**config.mk**
```make
export PLATFORM = sky130hd
export DESIGN_NAME = sync_fifo
export DESIGN_NICKNAME = d
export VERILOG_FILES = /design/src/rtl/sync_fifo_pkg.sv /design/src/rtl/sync_fifo_wrap_ptr.sv /design/src/rtl/sync_fifo.sv
export SDC_FILE = /design/constraint.sdc
export NUM_CORES = 1
export LEC_CHECK = 0
export CAP_MARGIN = 10
export CORE_MARGIN = 2
export CORE_UTILIZATION = 61
export CTS_CLUSTER_SIZE = 12
export DETAILED_ROUTE_END_ITERATION = 10
export PLACE_DENSITY = 0.81
export SLEW_MARGIN = 20
export SYNTH_ARGS = -nofsm -noshare
export SYNTH_HDL_FRONTEND = slang
export SYNTH_HIERARCHICAL = 1
export SYNTH_SLANG_ARGS = --single-unit
```
**constraint.sdc**
```tcl
create_clock -name clk -period 7.8 [get_ports clk]
set_input_delay 1.17 -clock clk [delete_from_list [all_inputs] [get_ports clk]]
set_output_delay 1.17 -clock clk [all_outputs]
set_load 0.05 [all_outputs]
```
**src/rtl/sync_fifo_pkg.sv**
```systemverilog
// Shared sizing helpers and parameter legality checks for sync_fifo.
package sync_fifo_pkg;

    // Minimum bits to encode values 0..n-1, never less than 1.
    function automatic int unsigned calc_width(input int unsigned n);
        int unsigned w;
        w = 0;
        while ((64'(1) << w) < 64'(n)) begin
            w++;
        end
        return (w == 0) ? 1 : w;
    endfunction

    function automatic bit depth_ok(input int unsigned depth);
        return depth >= 2;
    endfunction

    function automatic bit afull_ok(input int unsigned depth, input int unsigned thresh);
        return (thresh >= 1) && (thresh <= depth);
    endfunction

    function automatic bit aempty_ok(input int unsigned depth, input int unsigned thresh);
        return thresh <= depth - 1;
    endfunction

endpackage

```
**src/rtl/sync_fifo_wrap_ptr.sv**
```systemverilog
// Modulo-DEPTH pointer with increment and synchronous clear; works for any DEPTH.
module fifo_wrap_ptr #(
    parameter int unsigned DEPTH     = 8,
    parameter int unsigned PTR_WIDTH = 3
) (
    input  logic                 clk,
    input  logic                 rst,
    input  logic                 i_clr,
    input  logic                 i_inc,
    output logic [PTR_WIDTH-1:0] o_ptr
);

    logic [PTR_WIDTH-1:0] r_ptr;

    always_ff @(posedge clk or posedge rst) begin
        if (rst) begin
            r_ptr <= '0;
        end else if (i_clr) begin
            r_ptr <= '0;
        end else if (i_inc) begin
            r_ptr <= (r_ptr == PTR_WIDTH'(DEPTH - 1)) ? '0 : r_ptr + PTR_WIDTH'(1);
        end
    end

    assign o_ptr = r_ptr;

endmodule

```
**src/rtl/sync_fifo.sv**
```systemverilog
// Single-clock FIFO with occupancy count, thresholds, flush and sticky error flags.
// Define SYNC_FIFO_FWFT_EN for first-word-fall-through reads; default is registered read.
module sync_fifo
    import sync_fifo_pkg::*;
#(
    parameter  int unsigned DATA_WIDTH    = 8,
    parameter  int unsigned DEPTH         = 8,
    parameter  int unsigned AFULL_THRESH  = DEPTH - 2,
    parameter  int unsigned AEMPTY_THRESH = 2,
    localparam int unsigned CNT_WIDTH     = calc_width(DEPTH + 1),
    localparam int unsigned PTR_WIDTH     = calc_width(DEPTH)
) (
    input  logic                  clk,
    input  logic                  rst,
    input  logic                  flush,
    input  logic                  wr_en,
    input  logic [DATA_WIDTH-1:0] wr_data,
    output logic                  full,
    output logic                  almost_full,
    input  logic                  rd_en,
    output logic [DATA_WIDTH-1:0] rd_data,
    output logic                  rd_valid,
    output logic                  empty,
    output logic                  almost_empty,
    output logic [CNT_WIDTH-1:0]  count,
    output logic                  overflow,
    output logic                  underflow
);

    if (!depth_ok(DEPTH)) begin : g_bad_depth
        $error("sync_fifo: DEPTH must be >= 2");
    end
    if (!afull_ok(DEPTH, AFULL_THRESH)) begin : g_bad_afull
        $error("sync_fifo: AFULL_THRESH must be in 1..DEPTH");
    end
    if (!aempty_ok(DEPTH, AEMPTY_THRESH)) begin : g_bad_aempty
        $error("sync_fifo: AEMPTY_THRESH must be in 0..DEPTH-1");
    end

    logic [DATA_WIDTH-1:0] r_mem [DEPTH];
    logic [CNT_WIDTH-1:0]  r_count;
    logic                  r_overflow;
    logic                  r_underflow;
    logic [PTR_WIDTH-1:0]  w_wr_ptr;
    logic [PTR_WIDTH-1:0]  w_rd_ptr;
    logic                  w_full;
    logic                  w_empty;
    logic                  w_wr_acc;
    logic                  w_rd_acc;

    assign w_full   = (r_count == CNT_WIDTH'(DEPTH));
    assign w_empty  = (r_count == '0);
    assign w_wr_acc = wr_en && !w_full && !flush;
    assign w_rd_acc = rd_en && !w_empty && !flush;

    fifo_wrap_ptr #(.DEPTH(DEPTH), .PTR_WIDTH(PTR_WIDTH)) u_wr_ptr (
        .clk   (clk),
        .rst   (rst),
        .i_clr (flush),
        .i_inc (w_wr_acc),
        .o_ptr (w_wr_ptr)
    );

    fifo_wrap_ptr #(.DEPTH(DEPTH), .PTR_WIDTH(PTR_WIDTH)) u_rd_ptr (
        .clk   (clk),
        .rst   (rst),
        .i_clr (flush),
        .i_inc (w_rd_acc),
        .o_ptr (w_rd_ptr)
    );

    always_ff @(posedge clk) begin
        if (w_wr_acc) begin
            r_mem[w_wr_ptr] <= wr_data;
        end
    end

    always_ff @(posedge clk or posedge rst) begin
        if (rst) begin
            r_count <= '0;
        end else if (flush) begin
            r_count <= '0;
        end else if (w_wr_acc && !w_rd_acc) begin
            r_count <= r_count + CNT_WIDTH'(1);
        end else if (w_rd_acc && !w_wr_acc) begin
            r_count <= r_count - CNT_WIDTH'(1);
        end
    end

    // Flags look at raw requests against the current state, so a refused half
    // of a simultaneous read/write still marks the error.
    always_ff @(posedge clk or posedge rst) begin
        if (rst) begin
            r_overflow  <= 1'b0;
            r_underflow <= 1'b0;
        end else if (flush) begin
            r_overflow  <= 1'b0;
            r_underflow <= 1'b0;
        end else begin
            if (wr_en && w_full) begin
                r_overflow <= 1'b1;
            end
            if (rd_en && w_empty) begin
                r_underflow <= 1'b1;
            end
        end
    end

`ifdef SYNC_FIFO_FWFT_EN
    assign rd_data  = r_mem[w_rd_ptr];
    assign rd_valid = !w_empty;
`else
    logic [DATA_WIDTH-1:0] r_rd_data;
    logic                  r_rd_valid;

    always_ff @(posedge clk or posedge rst) begin
        if (rst) begin
            r_rd_data  <= '0;
            r_rd_valid <= 1'b0;
        end else begin
            r_rd_valid <= w_rd_acc;
            if (w_rd_acc) begin
                r_rd_data <= r_mem[w_rd_ptr];
            end
        end
    end

    assign rd_data  = r_rd_data;
    assign rd_valid = r_rd_valid;
`endif

    assign full         = w_full;
    assign empty        = w_empty;
    assign almost_full  = (r_count >= CNT_WIDTH'(AFULL_THRESH));
    assign almost_empty = (r_count <= CNT_WIDTH'(AEMPTY_THRESH));
    assign count        = r_count;
    assign overflow     = r_overflow;
    assign underflow    = r_underflow;

endmodule
```
Word level (Yosys, flattened, before mapping)
Memories as Yosys holds them, arrays and structs flattened. A register that Yosys moved wholly into a read port is not among the register bits.
Cells that the tools add are included.
- register bits: 13
- output and inout bits: 19
- memories: 1
- bits in writable memories: 64
- logic and storage cells: 50
- equal/unequal tests: 3
- order comparisons: 2
- multiplexer cells: 15
- reduce and logical (&&, ||, !) cells: 19
- add/sub/neg operators: 4
- memories (memory ; depth ; bits a word ; rd ports ; clocked after memory_dff ; write ports ; RTL line ; source):
    r_mem ; 8 ; 8 ; 1 ; 1 ; 1 ; sync_fifo.sv:40 ; logic [DATA_WIDTH-1:0] r_mem [DEPTH];
- operators with widths (operator ; count):
    2-to-1 mux 3 bit ; 6
    2-to-1 mux 4 bit ; 3
    logical AND 1 bit ; 8
    nonzero test 2 bit ; 4
    adder 3 x 1 -> 3 bit (second input constant) ; 2
    == test 3 bit (second input constant) ; 2
    2-to-1 mux 1 bit ; 6
    zero test 1 bit ; 5
    adder 4 x 1 -> 4 bit (second input constant) ; 1
    == test 4 bit (second input constant) ; 1
    >= comparator 4 x 3 -> 1 bit (second input constant) ; 1
    <= comparator 4 x 2 -> 1 bit (second input constant) ; 1
    zero test 4 bit ; 1
    subtractor 4 x 1 -> 4 bit (second input constant) ; 1
    nonzero test 3 bit ; 1

Depth between registers and ports, before layout
- word-level depth: 9
- depth in mapped cells: 11
- gate-level depth less buffers: 9

Hierarchy
The synthesis kept the hierarchy.
- by module, submodules not included (module ; cells an instance ; times used ; area each (um2) ; sequential area each (um2)):
    sync_fifo ; 188 ; 1 ; 3274.4 ; 2297.2
    fifo_wrap_ptr ; 13 ; 2 ; 155.1 ; 75.1

Least setup slack after synthesis
No wires, ideal clock.
- path type: flip-flop to flip-flop
- start: reg r_count[0], in the netlist count[0]
- end: reg r_count[3], in the netlist count[3]
- data required time: 7.682 ns
- library setup time: 0.118 ns
- period minus slack after synthesis: 3.178 ns
- arrival: 3.060 ns
- stages on the path, launching flop included: 12
- setup slack: 4.622 ns
- path through: dfrtp_1 -> buf_6 -> or4_4 -> and3_1 -> buf_6 -> or3_1 -> ha_1 -> a21oi_1 -> nand2_1 -> mux2i_1 -> a32o_1 -> a21o_1
- word-level cells in the longest chain between the ends: 8
- elaborated cells on any way between the ends: 18
- those cells by class: 2 x add/sub; 1 x eq/ne; 3 x mux; 12 x reduce/logical
- RTL lines (what ; RTL line ; source):
    start: declaration ; sync_fifo.sv:41 ; logic [CNT_WIDTH-1:0] r_count;
    start signal: assignment ; sync_fifo.sv:84 ; r_count <= r_count + CNT_WIDTH'(1);
    start signal: assignment ; sync_fifo.sv:86 ; r_count <= r_count - CNT_WIDTH'(1);
    branches (longest 8 deep; another with subtractor 4 x 1 -> 4 bit) ; n/a ;
Parallel ways; which one is timed is not known. The select of a mux whose other input is x is not followed.
A chain may end at the register's enable or synchronous reset.

Worst setup path in the final report
- start: in flush
- end: reg r_count[3], in the netlist count[3]
- word-level cells in the longest chain between the ends: 6
- elaborated cells on any way between the ends: 10
- those cells by class: 2 x mux; 8 x reduce/logical
- RTL lines (what ; RTL line ; source):
    start: declaration ; sync_fifo.sv:15 ; input logic flush,
    zero test 1 bit ; sync_fifo.sv:53, sync_fifo.sv:54 ;
    logical AND 1 bit ; sync_fifo.sv:54 ; assign w_rd_acc = rd_en && !w_empty && !flush;
    zero test 1 bit ; sync_fifo.sv:83 ; end else if (w_wr_acc && !w_rd_acc) begin
    logical AND 1 bit ; sync_fifo.sv:83 ;
    2-to-1 mux 4 bit ; sync_fifo.sv:83 ;
    2-to-1 mux 4 bit ; sync_fifo.sv:81 ; end else if (flush) begin
Parallel ways exist; a longest one is shown, timed or not.

==> run metrics <==
status finished, final reports clean; Period minus WS final 4.17 ns; Placer Congestion 0.771; Synth Area in XOR/XNOR 0.00489; DIE AREA 6510 µm²; via count 1,895; placed wire-length estimate 3890 µm; setup TNS 0 ns; Pre-antenna DRT Iters 4; grt ovf 0; CP Launch Type input port; family with the most delay on the worst path simple AND/OR/NAND/NOR gates; vias in the first global route 1,926; CTS root buffer clkbuf_8; asr flop ratio synth 0.247; Yosys top cell area share 0.536; cells along the critical path clkdlybuf4s50_1, inv_1, and3_1, or3_1, ha_1, a21oi_1, nand2_1, mux2i_1, a32o_1, a21o_1; Hold WC Path Type register to register; cell taking the most area after synthesis edfxtp_1; Via density 5.85; synth top area cells edfxtp_1 (54%), dfrtp_1 (15%), mux4_2 (10%), mux2i_1 (3.9%), nor2_1 (2.3%); CP Depth 10; Finished Cell Area 4130 µm²; CP bufs+invs 2; most frequent cells after synthesis edfxtp_1 (64), nor2_1 (22), dfrtp_1 (21), mux4_2 (16), mux2i_1 (14); Clock Tree Buf Depth 2; dpl cell area 3920 µm²; CTS resizes 0; drt wl/cell 18.3 µm; Peak supply drop 231 µV; multiplexer share of the synthesized area 0.140; Area growth, synth to finish 15.3%; area share of and/or/nand/nor cells after synthesis 0.0677; RSZ-0062 raised after global routing no; crit path DAT 4.41 ns; setup violators final 0; pwr dens 325 nW/µm²; combinational family with the most area after synthesis multiplexers; critical path type input port to register; Max-Cap Viols 0; DRT Wirelength 5920 µm; Mapped Avg Cell Area 16.8 µm²; WP data required 8.05 ns; Initial Utilization 0.639; Fmax 0.240 GHz; worst-margin pin slew 0.968 ns; setup bufs post-CTS 0; Total GRT Usage 0.210; first-pass GRT wire length 9670 µm; Synth Instances 214; die width 80.7 µm; fillcell total 349; antenna-violating nets left 0; Hold Buf Count CTS 0; row cnt 27; CTS clk-pin slew, worst paths 0.09 ns; Core Area 5610 µm²; share of layout cells above drive strength 1 0.171; most common cell in the netlist edfxtp_1; initial antenna violation count 0; drt drc 0; Final #Nets 267; yosys warns 6; # IOs 32; Final Hold Viols 0; sequential share of the synthesized area 0.683; area fraction in compound gates after synthesis 0.0464; latest clock arrival within the worst-skew pair 0.35 ns; number of synthesized flops with an enable pin 64; R2R depth 9; Num CTS Buffers 9; critical path's largest stage delay 0.86 ns; Worst path slowest cell clkdlybuf4s50_1; Synth Flop Type edfxtp_1; CTS tree built; slew margin rel. 0.354; Worst Hold Depth 2; # H-tree levels 3; synthesized area 3580 µm²; LEAKAGE 1.45 nW; max-slew violation count 0; Port-buffer cells 31; skew final 0.00874 ns; die boundary height 80.7 µm; Sink Count 85; pin count of the biggest net entering global routing 29; crit path max fanout 28; initial detailed-routing violation count 151; Post-Synth Adder-Cell Area 0.0265; fin crit share 0.534; number of diodes 0; post-synthesis register bit count 85; Crit. End Element register; number of distinct library cells after synthesis 37; Synthesized Nets 234
path summary, 6_finish.rpt:
kind / slack (ns) / endpoint / startpoint
worst max-delay path: 3.63 / count[3] / flush
worst min-delay path: 0.50 / overflow / overflow
worst max register to register: 4.38 / count[3] / count[0]
worst min register to register: 0.50 / overflow / overflow
max in group asynchronous: 6.21 / rd_data[1] / rst
min in group asynchronous: 1.04 / u_rd_ptr/o_ptr[1] / rst
metal layers:
| metal | wire length, µm | track usage |
|---|---|---|
| met1 | 2490 | 0.278 |
| met5 | 0 | 0 |
| met4 | 82 | 0.0763 |
| met3 | 341 | 0.0551 |
| met2 | 3010 | 0.340 |
final cells by class:
type	instances	area [µm²]	share of cell area
inverters	10	37.5	0.00908
multi-input cells	108	1020	0.247
well taps	72	90.1	0.0218
clock inverters	7	86.3	0.0209
repair buffers	33	325	0.0787
flip-flops and latches	85	2450	0.592
clock buffers	9	124	0.0300
power breakdown:
group	switching, mW	internal (mW)
Clock	0.169	0.156
Combinational	0.270	0.172
Sequential	0.0484	0.527
Total	0.488	0.855
cell usage in the layout (no fill, tap or decap), types with 2 or more instances in the layout:
| cell type | instances |
|---|---|
| a21o_1 | 2 |
| a21oi_1 | 12 |
| a21oi_2 | 2 |
| buf_4 | 2 |
| clkbuf_8 | 9 |
| clkdlybuf4s50_1 | 31 |
| dfrtp_1 | 20 |
| edfxtp_1 | 64 |
| ha_1 | 6 |
| inv_1 | 9 |
| inv_6 | 3 |
| inv_8 | 2 |
| mux2i_1 | 14 |
| mux4_2 | 16 |
| nand2_1 | 5 |
| nand2b_1 | 5 |
| nand3_1 | 2 |
| nor2_1 | 22 |
| nor3_1 | 2 |
| o22ai_1 | 2 |
| or3_1 | 2 |
| or3b_1 | 2 |
registers in the layout, indices dropped and copies added (netlist names):
name            count
count               4
r_mem              64
overflow            1
underflow           1
rd_data             8
rd_valid            1
u_wr_ptr/o_ptr      3
u_rd_ptr/o_ptr      3
worst min-delay path, stage by stage, from the launching register on:
cell and delay, ns:
dfrtp_1 0.35, a21oi_1 0.05, nor2_1 0.07
stage by stage:
step / util / cells / setup WS (ns) / hold slack (ns) / power (mW)
floorplan: - / 214 / 4.62 / 0.511 / 0.906
detailed placement: 0.699 / 308 / 3.30 / 0.484 / 1.03
global placement: 0.699 / 308 / 3.36 / 0.477 / 1.02
CTS: 0.737 / 324 / 3.69 / 0.506 / 1.35
global route: 0.737 / 324 / 3.42 / 0.523 / 1.41
finish: 0.737 / 324 / 3.63 / 0.500 / 1.34
cell families (layout without fill, tap and decap cells):
logic type | Yosys count | after routing
flip-flops | 85 | 85
multiplexers | 30 | 30
buffers and inverters | 21 | 59
AO/OA/AOI/OAI | 24 | 24
XOR/XNOR | 2 | 2
AND/OR/NAND/NOR | 45 | 45
adder cells (fa/ha/maj) | 7 | 7
(Power assumes the default switching activity.)
